### src/rtl/dru_pkg.sv
// dru_pkg: shared state encoding and constants for the DRU word aligner
package dru_pkg;
  typedef enum logic {HUNT, LOCKED} state_t;
  localparam int WORD_W = 8;
  localparam logic [WORD_W-1:0] DEF_SYNC = 8'hBC;
endpackage

### src/rtl/dru_sync_match.sv
// dru_sync_match: compares the up-to-three windows ending at new bits against the sync word, earliest-ending wins
module dru_sync_match
  import dru_pkg::*;
#(
  parameter logic [WORD_W-1:0] SYNC_WORD = DEF_SYNC
) (
  input  logic [9:0] i_hist,
  input  logic [1:0] i_n,
  input  logic [3:0] i_avail,
  output logic       o_hit,
  output logic [1:0] o_pos
);
  logic [2:0] w_m;
  for (genvar p = 0; p < 3; p++) begin : g_win
    assign w_m[p] = (2'(p) < i_n) && (i_avail >= 4'(p + 8)) && (i_hist[p+7:p] == SYNC_WORD);
  end
  assign o_hit = |w_m;
  assign o_pos = w_m[2] ? 2'd2 : w_m[1] ? 2'd1 : 2'd0;
endmodule

### src/rtl/dru_word_aligner.sv
// dru_word_aligner: hunts for the sync word in a 0..3 bit/cycle stream and emits aligned 8-bit words
module dru_word_aligner
  import dru_pkg::*;
#(
  parameter logic [WORD_W-1:0] SYNC_WORD     = DEF_SYNC,
  parameter int                TIMEOUT_WORDS = 1024
) (
  input  logic       clk,
  input  logic       reset,
  input  logic [2:0] bits_in,
  input  logic [1:0] num_bits,
  input  logic       in_valid,
  input  logic       realign,
  output logic [7:0] word_out,
  output logic       word_valid,
  output logic       word_is_sync,
  output logic       locked,
  output logic [7:0] relock_count
);
  state_t      r_state;
  logic [9:0]  r_acc;
  logic [3:0]  r_cnt;
  logic [15:0] r_wcnt;
  logic [7:0]  r_word;
  logic        r_valid;
  logic        r_sync;
  logic [7:0]  r_relock;
  logic [1:0]  w_sh;
  logic [2:0]  w_ins;
  logic [9:0]  w_new;
  logic [3:0]  w_tot;
  logic        w_step;
  logic        w_hit;
  logic [1:0]  w_pos;
  logic [7:0]  w_word;
  logic        w_is_sync;
  logic        w_emit;
  logic        w_tmo;
  assign w_sh      = 2'd3 - num_bits;
  assign w_ins     = bits_in << w_sh;
  assign w_new     = 10'(({r_acc, 3'b000} | {10'd0, w_ins}) >> w_sh);
  assign w_tot     = r_cnt + {2'b00, num_bits};
  assign w_step    = in_valid && (num_bits != 2'd0);
  assign w_word    = 8'(w_new >> (w_tot - 4'd8));
  assign w_is_sync = (w_word == SYNC_WORD);
  assign w_emit    = w_step && (r_state == LOCKED) && (w_tot >= 4'd8);
  assign w_tmo     = w_emit && !w_is_sync && (r_wcnt + 16'd1 == 16'(TIMEOUT_WORDS));
  dru_sync_match #(.SYNC_WORD(SYNC_WORD)) u_match (
    .i_hist (w_new),
    .i_n    (num_bits),
    .i_avail(w_tot),
    .o_hit  (w_hit),
    .o_pos  (w_pos)
  );
  // alignment FSM, bit accumulator, timeout counter and registered outputs
  always_ff @(posedge clk) begin
    if (reset) begin
      r_state  <= HUNT;
      r_acc    <= '0;
      r_cnt    <= '0;
      r_wcnt   <= '0;
      r_word   <= '0;
      r_valid  <= 1'b0;
      r_sync   <= 1'b0;
      r_relock <= '0;
    end else begin
      r_valid <= 1'b0;
      r_sync  <= 1'b0;
      if (realign) begin
        r_state <= HUNT;
        r_cnt   <= '0;
        r_wcnt  <= '0;
      end else if (w_step) begin
        r_acc <= w_new;
        if (r_state == HUNT) begin
          if (w_hit) begin
            r_state <= LOCKED;
            r_cnt   <= {2'b00, w_pos};
            r_wcnt  <= '0;
            r_valid <= 1'b1;
            r_sync  <= 1'b1;
            r_word  <= SYNC_WORD;
          end else begin
            r_cnt <= (w_tot > 4'd10) ? 4'd10 : w_tot;
          end
        end else if (w_emit) begin
          r_valid <= 1'b1;
          r_sync  <= w_is_sync;
          r_word  <= w_word;
          if (w_tmo) begin
            r_state  <= HUNT;
            r_cnt    <= '0;
            r_wcnt   <= '0;
            r_relock <= r_relock + {7'd0, r_relock != 8'hFF};
          end else begin
            r_cnt  <= w_tot - 4'd8;
            r_wcnt <= w_is_sync ? 16'd0 : r_wcnt + 16'd1;
          end
        end else begin
          r_cnt <= w_tot;
        end
      end
    end
  end
  assign word_out     = r_word;
  assign word_valid   = r_valid;
  assign word_is_sync = r_sync;
  assign locked       = (r_state == LOCKED);
  assign relock_count = r_relock;
endmodule
### config.mk
export PLATFORM = sky130hd
export DESIGN_NAME = dru_word_aligner
export DESIGN_NICKNAME = d
export VERILOG_FILES = /design/src/rtl/dru_pkg.sv /design/src/rtl/dru_sync_match.sv /design/src/rtl/dru_word_aligner.sv
export SDC_FILE = /design/constraint.sdc
export NUM_CORES = 1
export LEC_CHECK = 0
export CORE_MARGIN = 4
export CORE_UTILIZATION = 50
export DETAILED_ROUTE_END_ITERATION = 8
export GPL_ROUTABILITY_DRIVEN = 0
export GPL_TIMING_DRIVEN = 0
export PLACE_DENSITY_LB_ADDON = 0.2
export SLEW_MARGIN = 25
export SYNTH_ARGS = -nofsm -noshare
export SYNTH_HDL_FRONTEND = slang
export SYNTH_SLANG_ARGS = --single-unit
### constraint.sdc
create_clock -name clk -period 8.15 [get_ports clk]
set_input_delay 0.815 -clock clk [delete_from_list [all_inputs] [get_ports clk]]
set_output_delay 0.815 -clock clk [all_outputs]
set_load 0.05 [all_outputs]
# [Yosys cells after proc, flatten, opt, wreduce, memory -nomap -nowiden]
# Index checks and enable logic that the tools add are counted.
[totals] register_bits=49
[op_classes] add_sub_neg=5 order_cmp=7 eq_ne=7 shift=3 mux=23 bitwise=3 reduce_logical=21
[op_table] operator="$mux W16" n=5
[op_table] operator="$eq A8 B8 Y1 const B" n=4
[op_table] operator="$mux W8" n=3
[op_table] operator="$mux W4" n=5
[op_table] operator="$add A16 B1 Y16 const B" n=1
[op_table] operator="$eq A16 B11 Y1 const B" n=1
[op_table] operator="$or A13 B3 Y13" n=1
[op_table] operator="$shr A13 B2 Y10" n=1
[op_table] operator="$ge A4 B4 Y1 const B" n=3
[op_table] operator="$logic_and A1 B1 Y1" n=11
[op_table] operator="$shr A10 B4 Y8" n=1
[op_table] operator="$mux W1" n=9
[op_table] operator="$add A8 B1 Y8" n=1
[op_table] operator="$ne A8 B8 Y1 const B" n=1
[op_table] operator="$reduce_or A3 Y1" n=2
[op_table] operator="$reduce_and A5 Y1" n=1
[op_table] operator="$add A4 B2 Y4" n=1
[op_table] operator="$gt A4 B4 Y1 const B" n=1
[op_table] operator="$lt A1 B2 Y1 const A" n=2
[op_table] operator="$reduce_and A4 Y1" n=1
[op_table] operator="$reduce_bool A2 Y1" n=2
[op_table] operator="$sub A4 B4 Y4 const B" n=1
[op_table] operator="$reduce_and A3 Y1" n=1
[op_table] operator="$shl A3 B2 Y3" n=1
[op_table] operator="other kinds (8)" n=9

# [Longest topological paths before layout]
# Gate-level depths: netlist of the first run.
[logic_depth] ltp_word=12 depth_mapped=14

# [Cells and area by module]
# From an unflattened synthesis of the first run, not the netlist that was laid out.
[unflattened] cells_unflattened=465 hier_area_um2=3722.3
[modules_own_cells] module="dru_word_aligner" n_inst=1 cells_per_inst=453 area_per_inst_um2=3627.2
[modules_own_cells] module="dru_sync_match" n_inst=1 cells_per_inst=12 area_per_inst_um2=95.1

# [Least setup slack after synthesis of the first run]
# No wires, ideal clock.
[synth_path] path_kind="input port to flip-flop" start="input num_bits[0]" end="register r_relock[3], in the netlist relock_count[3]" setup_time_ns=0.121 arrival_time_ns=3.886 required_time_ns=8.029 path_slack_ns=4.143 stages=13 path_buffers=3 cell_sequence="ha_1 fa_1 clkbuf_1 or3b_2 o211ai_1 mux2i_1 o211ai_1 nand4_1 or3_1 buf_2 buf_6 nor3b_1 mux2_4"
[synth_via] elab_chain_len=10
[synth_rtl] element="from (decl)" line_no="dru_word_aligner.sv:11" source="input logic [1:0] num_bits,"
[synth_rtl] element="branches (longest 9 deep; another with $add A4 B2 Y4)"
[synth_rtl] element="$reduce_and A5 Y1 (no source line) (*)"
[synth_rtl] element="to (signal assigned)" line_no="dru_word_aligner.sv:94" source="r_relock <= r_relock + {7'd0, r_relock != 8'hFF};"
[synth_rtl] element="to (decl)" line_no="dru_word_aligner.sv:27" source="logic [7:0] r_relock;"
# Every way passes the cells marked *.
# A chain may end at the register's enable or synchronous reset.

# [Worst setup path after layout of the first run]
[layout_path] start="input num_bits[0]" end="register r_wcnt[9]"
[layout_via] elab_chain_len=12
[layout_rtl] element="branches (longest 12 deep; another with $add A4 B2 Y4)"
[layout_rtl] element="to (signal assigned)" line_no="dru_word_aligner.sv:97" source="r_wcnt <= w_is_sync ? 16'd0 : r_wcnt + 16'd1;"
[layout_rtl] element="to (decl)" line_no="dru_word_aligner.sv:23" source="logic [15:0] r_wcnt;"
# Parallel ways; which one is timed is not known. The select of a mux whose other input is x is not followed.

==> results.toml, run 1 <==
[run_status]
outcome = "complete, no violations"

[timing]
slew_violations = 0
relSlewSlack_pct = 50.7
hold_viol_final = 0
skew_ns = 0.00863
tightest_slew_ns = 0.733
period_share_pct = 60.3
fin_hold_ws_ns = 0.459
min_period_ns = 4.92
setup_viol = 0
final.setup.tns_ns = 0
max_freq_ghz = 0.203
rsz0062_at_grt = "no"

[final_layout]
area_growth_pct = 12.2
nets = 536
fin_cells = 620
final_common_cell = "nand2_1"
num_antenna_cells = 0
nFillCells = 672
layout_common_cells = "nand2_1 (67), dfxtp_1 (49), nor2_1 (36), clkbuf_1 (29), clkdlybuf4s50_1 (25)"
drive_gt1_share_pct = 9.60

[synthesis]
async_flop_share_pct = 0
synth_cells = 488
ys.flop_type = "dfxtp_1"
yosysWarningCount = 0
synth_seq_area_share_pct = 25.5
synth_nets = 504
synthesis.area_mm2 = 0.00385
yosysTopAreaCellShare_pct = 25.5
synth_area_leaders = "dfxtp_1 (26%), nand2_1 (6.5%), mux4_2 (6.4%), mux2i_1 (3.9%), nor2b_1 (3.6%)"
yosys.area.top_type = "dfxtp_1"
ys_ff_latch = 49
synth_cell_types = 60
synth_edf_count = 0
synth_area_per_cell_um2 = 7.88

[critical_path]
required_ns = 8.34
cp_top_family = "buffers and inverters"
worstPathMaxFanout = 10
slowest_delay_ns = 0.60
cp-start-kind = "input pin"
path_class = "in -> reg"
path_cells = "clkdlybuf4s50_1, ha_1, fa_1, clkbuf_1, clkbuf_1, mux4_2, nand2_1, a2111o_1, or3_1, buf_2, buf_6, nand3_1, o21ai_0"
cpMostUsedCell = "clkbuf_1"
setup.worst_path.end_class = "flip-flop"
slowest_stage = "fa_1"
cp.arrival_ns = 5.11
cp_num_buf_inv = 5

[global_route]
grt_overflow = 0
antenna_found_initial = 0
grt_start_max_net_pins = 18
track_usage_pct = 22.6
grt_pass1_wl_mm = 16.5
grt_pass1_vias = 3457

[clocking]
clk_latency_ns = 0.32
postCtsHoldBufs = 0
numCtsBuffers = 5
ctsResizeCount = 0
path_clk_slew_ns = 0.11
root_buffer = "clkbuf_8"
cts_htree_levels = 2
post_cts_buffers = 0
cts_tree = "built"
clock_path_buffers = 2
clock-sinks = 49

[worst_hold_path]
min_path_type = "reg -> reg"

[routing]
via_per_inst = 6.20
first_pass_iters = 5
totalWireLength_mm = 10.1
route.detailed.drc = 0
ant_nets = 0
wl_per_cell_um = 16.3
routed-via-count = 3845
drt_iter0_drc = 340

[die]
die_h_um = 95.7
die_area_mm2 = 0.00916
initial_core_util_pct = 52.2
die_w_um = 95.7
pin_count = 28
core_mm2 = 0.00737
std_cell_rows = 31

[pwr]
vdd_ir_drop_max_mv = 0.0737
leakage_nw = 1.44
powerDensity_mw_per_mm2 = 109

[job]
drv_cap = 0

[placement]
io_buffer_count = 25
place_hpwl_mm = 7.44
placed_cells = 612
## stage by stage
step / setup slack (ns) / power (mW) / util, % / cell area [um^2]
global route: 3.01 / 0.492 / 58.6 / 4320
global placement: 3.09 / 0.316 / 57.3 / 4220
CTS: 3.36 / 0.472 / 58.6 / 4320
detailed placement: 3.00 / 0.318 / 57.3 / 4220
floorplan: 4.14 / 0.299 / - / 3850
finish: 3.23 / 0.472 / 58.6 / 4320
## per-layer routing
layer / track usage, % / wire, um / up-vias
met3: 3.67 / 682 / 13
met5: 0 / 0 / -
met4: 6.16 / 137 / 0
met2: 35.7 / 4580 / 164
met1: 31.9 / 4690 / 1811
li1: - / - / 1857
## flip-flops by register name, summed over array words and instances, names as in the netlist
name,cells
locked,1
word_out,8
r_cnt,4
r_acc,10
word_is_sync,1
relock_count,8
word_valid,1
r_wcnt,16
## cell usage after synthesis (all sizes together), types with 3 or more instances
library cell,number
nand3,20
and3b,4
o21ai,23
nor4bb,4
or3,3
mux4,13
nor3b,4
xor2,3
nand2,67
nor3,10
a22oi,5
buf,16
dfxtp,49
o211ai,11
a21oi,23
mux2,7
o2111ai,9
inv,8
nand4,12
nor2,36
or3b,7
and3,4
nor4,4
ha,6
a31oi,9
mux2i,15
nor4b,9
nor2b,22
xnor2,9
a211oi,3
nand2b,7
a2111oi,3
or2,4
o31ai,4
and2,5
clkbuf,29
## cell type report
class | instances | area (um^2) | area share [%]
tap | 99 | 124 | 2.87
clock inverter | 3 | 26.3 | 0.609
buffer | 45 | 199 | 4.61
sequential | 49 | 981 | 22.7
multi-input combinational | 386 | 2640 | 61.1
inverter | 8 | 30.0 | 0.696
clock buffer | 5 | 68.8 | 1.59
timing repair buffer | 25 | 250 | 5.80
## worst reg2reg max path, cell delays in order (launching register included)
cell	delay, ns
dfxtp_1	0.33
ha_1	0.21
fa_1	0.60
clkbuf_1	0.35
clkbuf_1	0.49
mux4_2	0.34
nand2_1	0.10
a2111o_1	0.40
or3_1	0.36
buf_2	0.18
buf_6	0.14
nand3_1	0.31
o21ai_0	0.15
## where the power goes
group | internal [mW] | switching (mW) | total [mW] | leakage [nW]
sequential | 0.240 | 0.00147 | 0.242 | 0.395
combinational | 0.0272 | 0.0454 | 0.0725 | 1.00
clock | 0.0627 | 0.0948 | 0.157 | 0.0423
## kinds of logic (layout without fill, tap and decap cells)
logic type      after synthesis  count (layout)  share of synthesized area [%]
simple gates                225             225                           30.9
buf+inv                      53              86                           5.95
flops                        49              49                           25.5
mux                          35              35                           13.9
compound gates              107             107                           18.6
fa+ha+maj                     7               7                           2.47
xor+xnor                     12              12                           2.73
## path summary, 6_finish.rpt
check	depth (start not counted)	startpoint	to	slack (ns)
worst min-delay path	2	word_out[7]	word_out[7]	0.46
worst max register to register	12	r_cnt[0]	r_wcnt[9]	4.07
worst min register to register	2	word_out[7]	word_out[7]	0.46
worst max-delay path	13	num_bits[0]	r_wcnt[9]	3.23
Note: power is estimated with default switching activity, not from simulation.
==> run 2, diff against run 1 <==
==> constraint.sdc (replaced) <==
create_clock -name clk -period 5.1 [get_ports clk]
set_input_delay 0.51 -clock clk [delete_from_list [all_inputs] [get_ports clk]]
set_output_delay 0.51 -clock clk [all_outputs]
set_load 0.05 [all_outputs]
==> results of run 2 <==
Same layout as run 1 (identical final DEF). Status: complete, no violations.
Among the figures that moved: setup slack after placement 3.00 ns -> 0.259 ns; setup slack after layout 3.23 ns -> 0.489 ns; register-to-register setup slack 4.07 ns -> 1.02 ns; total power 0.472 mW -> 0.754 mW; worst IR drop on VDD 0.0737 mV -> 0.118 mV
==> run 3, diff against run 2 <==
--- a/config.mk
+++ b/config.mk
@@ -11,6 +11,7 @@
 export GPL_ROUTABILITY_DRIVEN = 0
 export GPL_TIMING_DRIVEN = 0
 export PLACE_DENSITY_LB_ADDON = 0.2
+export SKIP_LAST_GASP = 1
 export SLEW_MARGIN = 25
 export SYNTH_ARGS = -nofsm -noshare
 export SYNTH_HDL_FRONTEND = slang
==> results of run 3 <==
Same layout as run 1 (identical final DEF). Status: complete, no violations.
Among the figures that moved: setup slack after placement 3.00 ns -> 0.259 ns; setup slack after layout 3.23 ns -> 0.489 ns; register-to-register setup slack 4.07 ns -> 1.02 ns; total power 0.472 mW -> 0.754 mW; worst IR drop on VDD 0.0737 mV -> 0.118 mV
